File: config.mk
export PLATFORM = sky130hd
export DESIGN_NAME = ahb_cmd_manager
export DESIGN_NICKNAME = d
export VERILOG_FILES = /design/src/rtl/AHBCommon_pkg.sv /design/src/rtl/ahb_cmd_manager.sv
export SDC_FILE = /design/constraint.sdc
export NUM_CORES = 1
export LEC_CHECK = 0
export CAP_MARGIN = 40
export CORE_MARGIN = 8
export CORE_UTILIZATION = 42
export CTS_CLUSTER_SIZE = 40
export DETAILED_ROUTE_END_ITERATION = 10
export PLACE_DENSITY = 0.77
export SYNTH_ARGS = -nofsm -noshare
export SYNTH_HDL_FRONTEND = slang
export SYNTH_SLANG_ARGS = --single-unit
File: constraint.sdc
create_clock -name clk -period 1.87 [get_ports clk]
set_input_delay 0.187 -clock clk [delete_from_list [all_inputs] [get_ports clk]]
set_output_delay 0.187 -clock clk [all_outputs]
set_load 0.01 [all_outputs]
File: src/rtl/AHBCommon_pkg.sv
// Shared AHB encodings and the command manager FSM state type.
package AHBCommon_pkg;

   localparam logic [1:0] TRANS_IDLE   = 2'b00;
   localparam logic [1:0] TRANS_NONSEQ = 2'b10;

   localparam logic RESP_OKAY  = 1'b0;
   localparam logic RESP_ERROR = 1'b1;

   typedef enum logic [1:0] {
      MGR_RUN,
      MGR_ERR_WAIT,
      MGR_CANCEL
   } ManagerState;

endpackage

File: src/rtl/ahb_cmd_manager.sv
// Valid/ready command stream to single NONSEQ AHB transfers, one in-order
// response per command; handles wait states and two-cycle ERROR with cancel.
module ahb_cmd_manager
   import AHBCommon_pkg::*;
#(
   parameter int unsigned AddrWidth = 32,
   parameter int unsigned DataWidth = 32
) (
   input  logic                 clk,
   input  logic                 reset,
   input  logic                 cmdValid,
   output logic                 cmdReady,
   input  logic                 cmdWrite,
   input  logic [AddrWidth-1:0] cmdAddr,
   input  logic [DataWidth-1:0] cmdWData,
   output logic                 rspValid,
   output logic [DataWidth-1:0] rspData,
   output logic                 rspError,
   output logic                 rspCancel,
   output logic [AddrWidth-1:0] addr,
   output logic                 write,
   output logic [1:0]           trans,
   output logic [DataWidth-1:0] wData,
   input  logic [DataWidth-1:0] rData,
   input  logic                 ready,
   input  logic                 resp
);

   ManagerState          state_q, state_d;
   logic                 a_valid_q, a_valid_d;
   logic                 a_write_q, a_write_d;
   logic [AddrWidth-1:0] a_addr_q, a_addr_d;
   logic [DataWidth-1:0] a_wdata_q, a_wdata_d;
   logic                 d_valid_q, d_valid_d;
   logic                 d_write_q, d_write_d;
   logic [DataWidth-1:0] d_wdata_q, d_wdata_d;
   logic                 cancel_pending_q, cancel_pending_d;
   logic                 rsp_valid_q, rsp_valid_d;
   logic [DataWidth-1:0] rsp_data_q, rsp_data_d;
   logic                 rsp_error_q, rsp_error_d;
   logic                 rsp_cancel_q, rsp_cancel_d;
   logic                 cmd_accept;

   assign cmdReady   = !reset && (state_q == MGR_RUN) && ready && (resp != RESP_ERROR);
   assign cmd_accept = cmdValid && cmdReady;

   always_comb begin
      state_d          = state_q;
      a_valid_d        = a_valid_q;
      a_write_d        = a_write_q;
      a_addr_d         = a_addr_q;
      a_wdata_d        = a_wdata_q;
      d_valid_d        = d_valid_q;
      d_write_d        = d_write_q;
      d_wdata_d        = d_wdata_q;
      cancel_pending_d = cancel_pending_q;
      rsp_valid_d      = 1'b0;
      rsp_data_d       = '0;
      rsp_error_d      = 1'b0;
      rsp_cancel_d     = 1'b0;

      unique case (state_q)
         MGR_RUN: begin
            if (ready) begin
               // ready with ERROR here is a protocol violation: retire as an error completion
               if (d_valid_q) begin
                  rsp_valid_d = 1'b1;
                  if (resp == RESP_ERROR) begin
                     rsp_error_d = 1'b1;
                  end else if (!d_write_q) begin
                     rsp_data_d = rData;
                  end
               end
               d_valid_d = a_valid_q;
               d_write_d = a_write_q;
               d_wdata_d = a_wdata_q;
               a_valid_d = cmd_accept;
               if (cmd_accept) begin
                  a_write_d = cmdWrite;
                  a_addr_d  = cmdAddr;
                  a_wdata_d = cmdWData;
               end
            end else if (resp == RESP_ERROR) begin
               // Drop the pipelined address phase; it is reported as cancelled later.
               a_valid_d        = 1'b0;
               cancel_pending_d = a_valid_q;
               state_d          = MGR_ERR_WAIT;
            end
         end
         MGR_ERR_WAIT: begin
            if (ready) begin
               rsp_valid_d = d_valid_q;
               rsp_error_d = d_valid_q;
               d_valid_d   = 1'b0;
               state_d     = cancel_pending_q ? MGR_CANCEL : MGR_RUN;
            end
         end
         MGR_CANCEL: begin
            rsp_valid_d      = 1'b1;
            rsp_cancel_d     = 1'b1;
            cancel_pending_d = 1'b0;
            state_d          = MGR_RUN;
         end
         default: state_d = MGR_RUN;
      endcase
   end

   always_ff @(posedge clk) begin
      if (reset) begin
         state_q          <= MGR_RUN;
         a_valid_q        <= 1'b0;
         a_write_q        <= 1'b0;
         a_addr_q         <= '0;
         a_wdata_q        <= '0;
         d_valid_q        <= 1'b0;
         d_write_q        <= 1'b0;
         d_wdata_q        <= '0;
         cancel_pending_q <= 1'b0;
         rsp_valid_q      <= 1'b0;
         rsp_data_q       <= '0;
         rsp_error_q      <= 1'b0;
         rsp_cancel_q     <= 1'b0;
      end else begin
         state_q          <= state_d;
         a_valid_q        <= a_valid_d;
         a_write_q        <= a_write_d;
         a_addr_q         <= a_addr_d;
         a_wdata_q        <= a_wdata_d;
         d_valid_q        <= d_valid_d;
         d_write_q        <= d_write_d;
         d_wdata_q        <= d_wdata_d;
         cancel_pending_q <= cancel_pending_d;
         rsp_valid_q      <= rsp_valid_d;
         rsp_data_q       <= rsp_data_d;
         rsp_error_q      <= rsp_error_d;
         rsp_cancel_q     <= rsp_cancel_d;
      end
   end

   assign trans     = a_valid_q ? TRANS_NONSEQ : TRANS_IDLE;
   assign addr      = a_addr_q;
   assign write     = a_write_q;
   assign wData     = d_wdata_q;
   assign rspValid  = rsp_valid_q;
   assign rspData   = rsp_data_q;
   assign rspError  = rsp_error_q;
   assign rspCancel = rsp_cancel_q;

endmodule

==> impl_metrics.yaml <==
timing:
  fin_crit_ns: 1.79
  setup_viol: 0
  setup_tns_ns: 0
  clock_skew_ns: 0.00394
  fin_crit_sh_pct: 95.6
  hold_violations: 0
  drv_slew: 0
  hold_ws_ns: 0.0551
  max_freq_ghz: 0.559
  worst_slack_ns: 0.0815
  rsz0062_at_grt: "true"
floorplan:
  die_area_um2: 14800
  pin_count: 205
  rows: 38
  core_um2: 10800
  die_h_um: 122
  die_w_um: 122
  initial_core_util_pct: 43.2
setup_path:
  crit_fanout: 2
  r2r_end: "rspData[21]"
  crit_type: "reg2out"
  cp_data_arrival_time_ns: 1.60
  cp-start-kind: "flop"
  end_kind: "output pin"
  ff2ff_path_depth: 5
  rrSetupSlack_ns: 0.09
  r2r_start: "state_q[1]"
  crit_required_ns: 1.68
  timing.critical_path.from: "state_q[1]"
final_layout:
  multi_input_area_um2: 1740
  utilization_pct: 69.9
  stdcell_area_um2: 7580
  syn2layout_area_growth_pct: 61.9
  fillers: 829
  ff_latch_area_um2: 2760
  nNetsFinal: 839
  drive_gt1_share_pct: 8.13
place:
  dpl.hpwl_um: 10800
  gp_congestion: 0.778
  place_area_um2: 6930
  portBuffers: 203
  dp_slack_ns: -0.371
power_and_ir_drop:
  power.leakage_nw: 2.71
  power.density_nw_per_um2: 946
  ir_drop_v: 0.000643
global_routing:
  track_usage_pct: 19.7
  grt_pass1_vias: 4484
  grt-ovfl-total: 0
  antenna_found_initial: 0
  grt_max_degree: 42
  grt_pass1_wl_um: 23100
synth:
  yosys_most_used_dff: "dfxtp_1"
  netlist_area_um2: 4680
  async_flop_share_pct: 0
  ys_types: 29
  avgSynthCellArea_um2: 8.67
  ys.warnings.count: 0
  seq_area_frac_synth_pct: 59.0
  synth_edf_count: 0
  syn_inst: 540
  synth_nets: 642
  synth-seq-cells: 138
hold_path:
  hold_path_depth: 2
  worstHoldStart: "reset"
  holdPathEnd: "wData[4]"
  hold_class: "in2reg"
route:
  detail-route-antenna-nets: 0
  dr.first_iter.drc_count: 244
  wire_per_inst_um: 16.6
  avgViaCountPerCell: 4.95
  vias: 4406
  wirelength_um: 14800
  drtPass1Iterations: 4
  drc: 0
clock_tree:
  post_cts_buffers: 0
  worstSkewPairLatency_ns: 0.51
  cts_buffer_depth: 2
  cts_sinks: 138
  cts_hold_buffers: 0
  htreeDepth: 4
  numCtsBuffers: 17
  cts-root-buf: "clkbuf_8"
  clkSlewWorstSetupHoldPaths_ns: 0.06
  cts_tree: "built"
run_status:
  outcome: "completed"
job:
  max_cap_violations: 0
[stage by stage]
step                total power [mW]  std cells
floorplan                       3.28        540
global placement                3.63        858
detailed placement              3.65        858
CTS                             7.23        890
global route                    7.40        890
finish                          7.17        891
[registers in the layout (all words and copies together), names as in the netlist, 2 cells and up]
| register | cells |
|---|---|
| rspData | 32 |
| state_q | 2 |
| wData | 32 |
| a_wdata_q | 32 |
| addr | 32 |
[synth_stat cells, types with 4 or more instances]
cell	count	share of area (%)
clkbuf_1	28	2.2
o311ai_0	7	1.3
dfxtp_1	138	59
a21oi_1	35	3.7
and2_1	33	4.4
nand2_1	134	11
nand3_1	58	6.2
nor2_1	4	0.32
buf_2	5	0.53
o21ai_0	65	6.9
buf_1	5	0.40
clkbuf_2	5	0.53
[cell usage in the layout, fill, tap and decap left out]
cell and n:
nand3_1 58, clkinvlp_4 6, clkinv_4 3, o21ai_0 65, nor2b_1 2, o31ai_1 1, nor3b_2 1, o311ai_0 7
or3b_2 2, conb_1 1, a31oi_1 1, inv_2 1, nor4_4 1, buf_12 6, a21oi_1 35, nor3b_4 1
buf_4 14, nor2_1 4, dfxtp_1 138, o21ai_1 1, inv_1 1, nand2b_1 3, and2_2 1, clkdlybuf4s50_1 201
nor3b_1 1, nand2_1 134, clkbuf_8 2, clkbuf_16 16, nor3_1 2, bufinv_16 5, mux2i_1 1, diode_2 1
and2_1 32, buf_2 2, nand3b_1 1
[area by class of cell]
type	instances	share of cell area (%)
Antenna cell	1	0.0330
Clock buffer	18	5.64
Clock inverter	14	2.92
Inverter	2	0.0990
Multi-Input combinational cell	355	22.9
Sequential cell	138	36.4
Tap cell	140	2.31
Timing Repair Buffer	223	29.6
[worst max-delay path: stages, from the launching register on]
cell	delay, ns
dfxtp_1	0.31
or3b_2	0.48
nor3_1	0.13
buf_2	0.18
[worst max-delay path by stage]
| stage | end | slack (ns) | cells after the start |
|---|---|---|---|
| CTS | cmdReady | 0.04 | 3 |
| global route | rspData[5] | -0.03 | 5 |
| global placement | rspData[31] | -0.28 | 6 |
| finish | cmdReady | 0.08 | 3 |
| floorplan | a_wdata_q[11] | 0.36 | 5 |
| detailed placement | rspData[21] | -0.37 | 6 |
[metal layers]
| layer | routed length [um] | share of wire [%] | vias up | GRT usage (%) |
|---|---|---|---|---|
| met3 | 1580 | 11 | 16 | 9.07 |
| met5 | 0 | 0 | - | 0 |
| met4 | 242 | 1.6 | 0 | 6.55 |
| met2 | 7020 | 47 | 175 | 33.5 |
| li1 | - | - | 2186 | - |
| met1 | 5950 | 40 | 2029 | 21.5 |
[cells by family after synthesis]
group	after synthesis	synth area share [%]
compound gates	110	12.4
buf+inv	47	4.19
flops	138	59.0
mux	1	0.214
other cells	1	0.0801
simple gates	243	24.1
[what timing repair did]
item                       4_1_cts  5_1_grt
gates resized for setup          5        0
setup endpoints to repair        1       30
hold endpoints to repair         0        0
[report_power, final]
part           leakage [nW]  total [mW]  switching [mW]  internal (mW)
Sequential             1.12        3.03          0.0303           3.00
Clock                 0.295        3.59            1.25           2.34
Combinational          1.30       0.552           0.240          0.311
No activity file was read; power rests on OpenSTA's default activity.
